**src/rtl/tt_spine_ctrl_pkg.sv**
```systemverilog
`default_nettype none
// ---------------------------------------------------------------------------
// Module   : tt_spine_ctrl_pkg
// Purpose  : shared state encoding and spine field offsets
// Revision : 1.0
// ---------------------------------------------------------------------------
package tt_spine_ctrl_pkg;

   localparam int c_sel_w = 10;

   // Input-word offsets: {gh, usr, sel, ena, gl}
   localparam int c_iw_gl  = 0;
   localparam int c_iw_ena = 1;
   localparam int c_iw_sel = 2;
   localparam int c_iw_usr = c_iw_sel + c_sel_w;

   // Output-word offsets: {gh, uio_oe, uio_out, uo_out, gl}
   localparam int c_ow_gl  = 0;
   localparam int c_ow_usr = 1;

   typedef enum logic [1:0] {
      ST_RESET  = 2'd0,
      ST_SETTLE = 2'd1,
      ST_ACTIVE = 2'd2
   } state_t;

endpackage
`default_nettype wire

```
**src/rtl/tt_spine_ctrl_if.sv**
```systemverilog
`default_nettype none
// ---------------------------------------------------------------------------
// Module   : tt_spine_ctrl_if
// Purpose  : packed spine words between the controller and the row muxes
// Revision : 1.0
// ---------------------------------------------------------------------------
interface tt_spine_ctrl_if
   import tt_spine_ctrl_pkg::*;
#(
   parameter int N_IO = 8,
   parameter int N_O  = 8,
   parameter int N_I  = 10
);
   localparam int S_OW = N_O + 2*N_IO + 2;
   localparam int S_IW = N_I + N_IO + c_sel_w + 3;

   logic [S_IW-1:0] spine_iw;
   logic [S_OW-1:0] spine_ow;

   modport master (output spine_iw, input  spine_ow);
   modport slave  (input  spine_iw, output spine_ow);

endinterface
`default_nettype wire

```
**src/rtl/tt_spine_ctrl_sync.sv**
```systemverilog
`default_nettype none
// ---------------------------------------------------------------------------
// Module   : tt_ctrl_sync
// Purpose  : two-flop synchronizer for one pad-level control input
// Revision : 1.0
// ---------------------------------------------------------------------------
module tt_ctrl_sync (
   input  wire logic clk,
   input  wire logic rst_n,
   input  wire logic d,
   output logic      q
);
   logic r_meta;
   logic r_sync;

   always_ff @(posedge clk or negedge rst_n) begin
      if (!rst_n) begin
         r_meta <= 1'b0;
         r_sync <= 1'b0;
      end else begin
         r_meta <= d;
         r_sync <= r_meta;
      end
   end

   assign q = r_sync;

endmodule
`default_nettype wire

```
**src/rtl/tt_spine_ctrl.sv**
```systemverilog
`default_nettype none
// ---------------------------------------------------------------------------
// Module   : tt_spine_ctrl
// Purpose  : design-select counter, settle FSM and pad/spine field mapping
// Revision : 1.0
// ---------------------------------------------------------------------------
module tt_spine_ctrl
   import tt_spine_ctrl_pkg::*;
#(
   parameter int N_IO   = 8,
   parameter int N_O    = 8,
   parameter int N_I    = 10,
   parameter int SETTLE = 2
) (
   input  wire logic                 clk,
   input  wire logic                 rst_n,
   input  wire logic                 ctrl_sel_rst_n,
   input  wire logic                 ctrl_sel_inc,
   input  wire logic                 ctrl_ena,
   input  wire logic [N_I-1:0]       pad_ui_in,
   input  wire logic [N_IO-1:0]      pad_uio_in,
   output logic      [N_O-1:0]       pad_uo_out,
   output logic      [N_IO-1:0]      pad_uio_out,
   output logic      [N_IO-1:0]      pad_uio_oe_n,
   tt_spine_ctrl_if.master           spine,
   output logic      [c_sel_w-1:0]   sel_cur
);
   localparam int S_OW = N_O + 2*N_IO + 2;

   logic               w_srst_n_s;
   logic               w_inc_s;
   logic               w_ena_s;
   logic               r_inc_d;
   logic               w_inc_edge;
   logic [c_sel_w-1:0] r_sel;
   logic               r_ena;
   state_t             r_state;
   state_t             w_state;
   logic [3:0]         r_cnt;
   logic [3:0]         w_cnt;
   logic               w_unused;

   tt_ctrl_sync u_sync_srst (.clk(clk), .rst_n(rst_n), .d(ctrl_sel_rst_n), .q(w_srst_n_s));
   tt_ctrl_sync u_sync_inc  (.clk(clk), .rst_n(rst_n), .d(ctrl_sel_inc),   .q(w_inc_s));
   tt_ctrl_sync u_sync_ena  (.clk(clk), .rst_n(rst_n), .d(ctrl_ena),       .q(w_ena_s));

   assign w_inc_edge = w_inc_s & ~r_inc_d;

   always_ff @(posedge clk or negedge rst_n) begin
      if (!rst_n) begin
         r_inc_d <= 1'b0;
         r_sel   <= '0;
         r_state <= ST_RESET;
         r_cnt   <= 4'd0;
         r_ena   <= 1'b0;
      end else begin
         r_inc_d <= w_inc_s;
         // Selection reset wins over a coincident increment edge
         if (!w_srst_n_s)
            r_sel <= '0;
         else if (w_inc_edge)
            r_sel <= r_sel + 1'b1;
         r_state <= w_state;
         r_cnt   <= w_cnt;
         // Keyed on next state so ena drops on the very edge that moves sel
         r_ena   <= w_ena_s & (w_state == ST_ACTIVE);
      end
   end

   always_comb begin
      w_state = r_state;
      w_cnt   = r_cnt;
      if (!w_srst_n_s) begin
         w_state = ST_RESET;
         w_cnt   = 4'd0;
      end else begin
         case (r_state)
            ST_RESET: begin
               w_state = ST_SETTLE;
               w_cnt   = 4'(SETTLE);
            end
            ST_SETTLE: begin
               if (w_inc_edge)
                  w_cnt = 4'(SETTLE);
               else if (r_cnt == 4'd0)
                  w_state = ST_ACTIVE;
               else
                  w_cnt = r_cnt - 4'd1;
            end
            ST_ACTIVE: begin
               if (w_inc_edge) begin
                  w_state = ST_SETTLE;
                  w_cnt   = 4'(SETTLE);
               end
            end
            default: begin
               w_state = ST_RESET;
               w_cnt   = 4'd0;
            end
         endcase
      end
   end

   assign spine.spine_iw = {1'b0, pad_uio_in, pad_ui_in, r_sel, r_ena, 1'b0};
   assign sel_cur        = r_sel;

   assign pad_uo_out   =  spine.spine_ow[c_ow_usr +: N_O];
   assign pad_uio_out  =  spine.spine_ow[c_ow_usr + N_O +: N_IO];
   assign pad_uio_oe_n = ~spine.spine_ow[c_ow_usr + N_O + N_IO +: N_IO];

   // Guard bits of the returning word carry no information
   assign w_unused = spine.spine_ow[S_OW-1] ^ spine.spine_ow[c_ow_gl];

endmodule
`default_nettype wire

```
**src/flat_wrapper.sv**
```systemverilog
// flat-port wrapper written by rule: the top's interface ports become plain ports
module tt_spine_ctrl_flat import tt_spine_ctrl_pkg::*;
#(
   parameter int N_IO   = 8,
   parameter int N_O    = 8,
   parameter int N_I    = 10,
   parameter int SETTLE = 2
)
  (clk, rst_n, ctrl_sel_rst_n, ctrl_sel_inc, ctrl_ena, pad_ui_in, pad_uio_in, pad_uo_out, pad_uio_out, pad_uio_oe_n, sel_cur, spine_spine_iw, spine_spine_ow);
  tt_spine_ctrl_if #(.N_IO(N_IO), .N_O(N_O), .N_I(N_I)) spine_i ();
  input  wire logic clk;
  input  wire logic rst_n;
  input  wire logic ctrl_sel_rst_n;
  input  wire logic ctrl_sel_inc;
  input  wire logic ctrl_ena;
  input  wire logic [N_I-1:0] pad_ui_in;
  input  wire logic [N_IO-1:0] pad_uio_in;
  output logic      [N_O-1:0] pad_uo_out;
  output logic      [N_IO-1:0] pad_uio_out;
  output logic      [N_IO-1:0] pad_uio_oe_n;
  output logic      [c_sel_w-1:0] sel_cur;
  output wire logic [$bits(spine_i.spine_iw)-1:0] spine_spine_iw;
  input wire logic [$bits(spine_i.spine_ow)-1:0] spine_spine_ow;
  assign spine_spine_iw = spine_i.spine_iw;
  assign spine_i.spine_ow = spine_spine_ow;
  tt_spine_ctrl #(.N_IO(N_IO), .N_O(N_O), .N_I(N_I), .SETTLE(SETTLE)) u_core (.clk(clk), .rst_n(rst_n), .ctrl_sel_rst_n(ctrl_sel_rst_n), .ctrl_sel_inc(ctrl_sel_inc), .ctrl_ena(ctrl_ena), .pad_ui_in(pad_ui_in), .pad_uio_in(pad_uio_in), .pad_uo_out(pad_uo_out), .pad_uio_out(pad_uio_out), .pad_uio_oe_n(pad_uio_oe_n), .spine(spine_i), .sel_cur(sel_cur));
endmodule
```
**config.mk**
```make
export PLATFORM = sky130hd
export DESIGN_NAME = tt_spine_ctrl_flat
export DESIGN_NICKNAME = d
export VERILOG_FILES = /design/src/rtl/tt_spine_ctrl_pkg.sv /design/src/rtl/tt_spine_ctrl_if.sv /design/src/rtl/tt_spine_ctrl_sync.sv /design/src/rtl/tt_spine_ctrl.sv /design/src/flat_wrapper.sv
export SDC_FILE = /design/constraint.sdc
export NUM_CORES = 1
export LEC_CHECK = 0
export ABC_AREA = 1
export CORE_MARGIN = 2
export CORE_UTILIZATION = 31
export CTS_CLUSTER_SIZE = 12
export DETAILED_ROUTE_END_ITERATION = 7
export PLACE_DENSITY = 0.76
export SYNTH_ARGS = -nofsm -noshare
export SYNTH_HDL_FRONTEND = slang
export SYNTH_SLANG_ARGS = --single-unit
```
**constraint.sdc**
```tcl
create_clock -name clk -period 1.1 [get_ports clk]
set_input_delay 0.165 -clock clk [delete_from_list [all_inputs] [get_ports clk]]
set_output_delay 0.165 -clock clk [all_outputs]
set_load 0.03 [all_outputs]
```
# After elaboration in Yosys (flattened, before gate mapping)
# Cells that the tools add are included.
# word_totals
regBits	24
out_inout_bits	65
# classes
addsub	2
n_eq_ne	6
reduce_logical	3
n_bitwise	4
muxes	12
# ops
operator	n
two-way mux 10 bit	2
two-way mux 4 bit	4
case mux 4 bit (3 select lines)	1
adder 10 x 1 -> 10 bit (second input constant)	1
two-way mux 2 bit	4
NOT 8 bit	1
case mux 2 bit (3 select lines)	1
== test 2 bit (second input constant)	2
zero test 4 bit	1
inequality test 4 x 3 -> 1 bit (second input constant)	1
subtractor 4 x 1 -> 4 bit (second input constant)	1
inequality test 3 x 2 -> 1 bit (second input constant)	1
bitwise AND 1 bit	2
== test 2 x 1 -> 1 bit (second input constant)	1
zero test 2 bit	1
inequality test 2 x 1 -> 1 bit (second input constant)	1
AND reduction 2 bit	1
NOT 1 bit	1

# Depth between registers and ports, before layout
# logic_depth
word_depth	7
depth_mapped	8
depth_no_buf	8

# Modules after synthesis
# From an unflattened synthesis, not the netlist that was laid out.
# hier_totals
cells_unflattened	184
hier_area_um2	1524.0
# by_module_without_submodules
module	instances	area_each_um2	cells_each
tt_spine_ctrl	1	1373.8	178
tt_ctrl_sync	3	50.0	2

# Worst setup path after synthesis
# No wires, ideal clock.
# synth_path
path_type	register -> register
start	reg u_core.r_sel[1] (netlist: u_core.sel_cur[1])
end	reg u_core.r_sel[8] (netlist: u_core.sel_cur[8])
stages_incl_launch_ff	6
period_less_slack_ns	1.307
path_slack_ns	-0.207
t_required_ns	1.023
t_arrival_ns	1.229
cell_sequence	dfrtp_1 > ha_1 > inv_1 > nor2_1 > nand4_1 > a21oi_1
# synth_between
elab_chain_len	3
# synth_rtl
element	line	source
start, declared	tt_spine_ctrl.sv:35	logic [c_sel_w-1:0] r_sel;
start signal, assigned	tt_spine_ctrl.sv:62	r_sel <= r_sel + 1'b1;
adder 10 x 1 -> 10 bit	tt_spine_ctrl.sv:62	
two-way mux 10 bit	tt_spine_ctrl.sv:61	else if (w_inc_edge)
two-way mux 10 bit	tt_spine_ctrl.sv:59	if (!w_srst_n_s)
# No other way between the ends. The select of a mux whose other input is x is not followed.
# A chain may end at the register's enable or synchronous reset.

# Worst setup path in the final report
# layout_path
start	reg u_core.r_sel[0] (netlist: u_core.sel_cur[0])
end	out spine_spine_iw[2]
# layout_lines
element	line	source
end, declared	flat_wrapper.sv:22	output wire logic [$bits(spine_i.spine_iw)-1:0] spine_spine_iw;
# No word-level cell between the ends.

==> impl_metrics.csv <==
group,metric,value,unit
synthesis,synth_seq_cells,24,
cts,cts_max_level,1,
synthesis,yosysWarnings,0,
cells_and_area,ff_latch_area,612,um2
critical_path,cp_slowest_cell,"dfrtp_2",
critical_path,crit_type,"reg2out",
power,power,0.00215,W
run,maxCapViolCount,0,
critical_path,reg2reg_from,"u_core.r_inc_d$_DFF_PN0_",
placed_design,gp_congestion,0.817,
power,power_switching,0.000635,W
route,wl_met2,1560,um
cts,cts_tree,"yes",
outcome,failed_checks,"setup timing",
power,p_per_area,1060,nW/um2
floorplanning,coreArea,4750,um2
outcome,status,"finished with violations",
critical_path,cp-startpoint,"u_core.sel_cur[0]$_DFFE_PN0P_",
route,drc,0,
sta,clock_skew,6.24,ps
synthesis,yosysSeqAreaShare,39.0,%
grt,grt_pass1_wl,4570,um
floorplanning,start_util,32.4,%
cts,path_clk_slew,90,ps
placed_design,io_buffers,41,
sta,finalCriticalPeriod,1150,ps
cells_and_area,fin_nets,259,
placed_design,dpl.hpwl,2120,um
route,wl_met3,221,um
floorplanning,fp-row-count,25,
floorplanning,dieArea,5540,um2
power,switching_share,29.6,%
cts,cts_buffer_depth,2,
critical_path,max_stage_delay,460,ps
critical_path,crit_top_cell,"buf_6",
power,leakagePower,1.01,nW
synthesis,synth.avg_cell_area,8.23,um2
grt,grt_remaining_overflow,0,
route,post_drt_wl_per_cell,10.9,um
critical_path,cp.required,940,ps
synthesis,synth_cell_types,22,
cells_and_area,drive_gt1_share,45.1,%
critical_path,rrSetupSlack,-40,ps
power,intPower,0.00151,W
cts,root_buffer,"clkbuf_8",
sta,rsz0062_at_grt,"yes",
cts,cts_sinks,24,
cells_and_area,multi_input_area,601,um2
critical_path,worst_setup_path_end_kind,"primary output",
power,ir_drop,0.000682,V
power,seqPwrFrac,45.7,%
power,power_frac_clock,27.8,%
route,dr.pass1.iters,4,
route,wl_met1,1190,um
route,post_drt_via_cell_ratio,4.30,
power,comb_power_share,26.5,%
placed_design,dp.cells,260,
route,drt_iter0_drc,38,
sta,setup_viol,16,
cells_and_area,diodes,0,
grt,grt_max_degree,25,
placed_design,dp_slack,-33.9,ps
floorplanning,die_w,74.5,um
floorplanning,ioPinCount,114,
grt,grt_use_total,10.7,%
cells_and_area,fillers,461,
min_path,hp-class,"in2async",
critical_path,cp.arrival,990,ps
synthesis,syn_inst,187,
cells_and_area,instances_no_fill,273,
sta,finalWorstSetupSlack,-51.3,ps
synthesis,syn_area,1540,um2
critical_path,cp-start-kind,"flip-flop",
grt,grt_pass1_vias,1075,
grt,antenna_found_initial,0,
sta,slew_violations,0,
route,ant_nets,0,
floorplanning,fp.dieH,74.5,um
route,num_vias,1175,
cts,cts_hold_buf,0,
critical_path,path_cells,"buf_6 > buf_6",
critical_path,cp_max_fo,4,
sta,fin_crit_sh,105,%
sta,fmax,869,MHz
route,drt-total-wl,2980,um
cts,worstSkewPairLatency,270,ps
sta,hold_viol,0,
route,top_layer,"met4",
cells_and_area,area_growth,32.3,%
cts,cts_buffers,3,
stage by stage:
stage	hold slack (ps)	TNS (ps)	area, um2	utilization (%)
final	252	-399	2040	42.8
after global routing	270	-1470	2040	42.8
after CTS	250	-438	1930	40.7
after detailed placement	330	-110	1770	37.2
after global placement	330	-0.413	1770	37.2
after floorplan	-131	-42.0	1580	-
routing by layer:
layer | up-vias | global-route usage, %
li1 | 574 | -
met1 | 558 | 11.4
met2 | 41 | 20.1
met3 | 2 | 3.52
met4 | 0 | 2.98
met5 | - | 0
worst max-delay path: cells and delay by family, from the launching register on:
| kind | cells | cell delay (ps) |
|---|---|---|
| flops | 1 | 460 |
| buf+inv | 2 | 260 |
layout by cell type, fill, tap and decap left out, drive strengths merged, types with 2 or more instances in the layout:
cell and n:
o21ai 3, conb 2, nor3 4, a21oi 6, nand3 8, inv 23
ha 3, dfrtp 24, buf 50, clkbuf 4, nand4 6, nand2 41
nor2 16, clkdlybuf4s50 12
flip-flops by register name, indices dropped and copies added, names as in the netlist:
register,count
u_core.sel_cur,10
u_core.r_cnt,4
u_core.r_state,2
u_core.r_ena,1
u_core.r_inc_d,1
u_core.u_sync_ena.q,1
u_core.u_sync_ena.r_meta,1
u_core.u_sync_inc.q,1
u_core.u_sync_inc.r_meta,1
u_core.u_sync_srst.q,1
u_core.u_sync_srst.r_meta,1
power by group through the flow:
| stage | Sequential, W | Clock (W) | Combinational [W] |
|---|---|---|---|
| after floorplan | 0.000996 | 0 | 0.000533 |
| after global placement | 0.000994 | 0 | 0.000497 |
| after detailed placement | 0.000994 | 0 | 0.000518 |
| after CTS | 0.000977 | 0.000618 | 0.000545 |
| after global routing | 0.000990 | 0.000664 | 0.000631 |
| final | 0.000982 | 0.000598 | 0.000569 |
path summary, 6_finish.rpt:
kind | end | cells past startpoint
min | u_core.sel_cur[3]$_DFFE_PN0P_ | 2
min reg2reg | u_core.u_sync_srst.q$_DFF_PN0_ | 0
max reg2reg | u_core.sel_cur[4]$_DFFE_PN0P_ | 7
max | spine_spine_iw[2] | 2
min in group clk | spine_spine_iw[16] | 0
max in group asynchronous | u_core.sel_cur[5]$_DFFE_PN0P_ | 2
timing repair:
item | 4_1_cts | 5_1_grt
resized for setup | 16 | 24
hold endpoints to repair | 0 | 0
pin swaps | 8 | 14
setup endpoints to repair | 14 | 26
setup buffers | 7 | 2
gates cloned | 0 | 0
synth_stat cells (all sizes together):
library cell | n | area, um2
dfrtp | 24 | 601
nor2 | 16 | 83.8
a21oi | 6 | 30.0
nor3 | 4 | 25.0
inv | 23 | 86.3
nand4 | 6 | 37.5
nand3b | 1 | 7.51
xor2 | 1 | 8.76
nand3 | 8 | 40.0
o21ai | 3 | 15.0
conb | 1 | 3.75
nand2 | 41 | 191
a31oi | 1 | 6.26
ha | 3 | 37.5
a21boi | 1 | 7.51
buf | 48 | 358
cell type report:
cell class,instances,share of cell area (%)
flip-flops and latches,24,30.1
multi-input cells,93,29.5
well taps,67,4.12
repair buffers,62,29.1
clock buffers,4,2.70
inverters,23,4.49
kinds of logic (layout without fill, tap and decap cells):
logic type,after synthesis,in the layout,share of synthesized area (%)
AO/OA/AOI/OAI,11,11,3.82
XOR/XNOR,1,1,0.569
adder cells (fa/ha/maj),3,3,2.44
buffers and inverters,71,89,28.9
flip-flops,24,24,39.0
other,1,2,0.244
AND/OR/NAND/NOR,76,76,25.0
(Power assumes the default switching activity.)
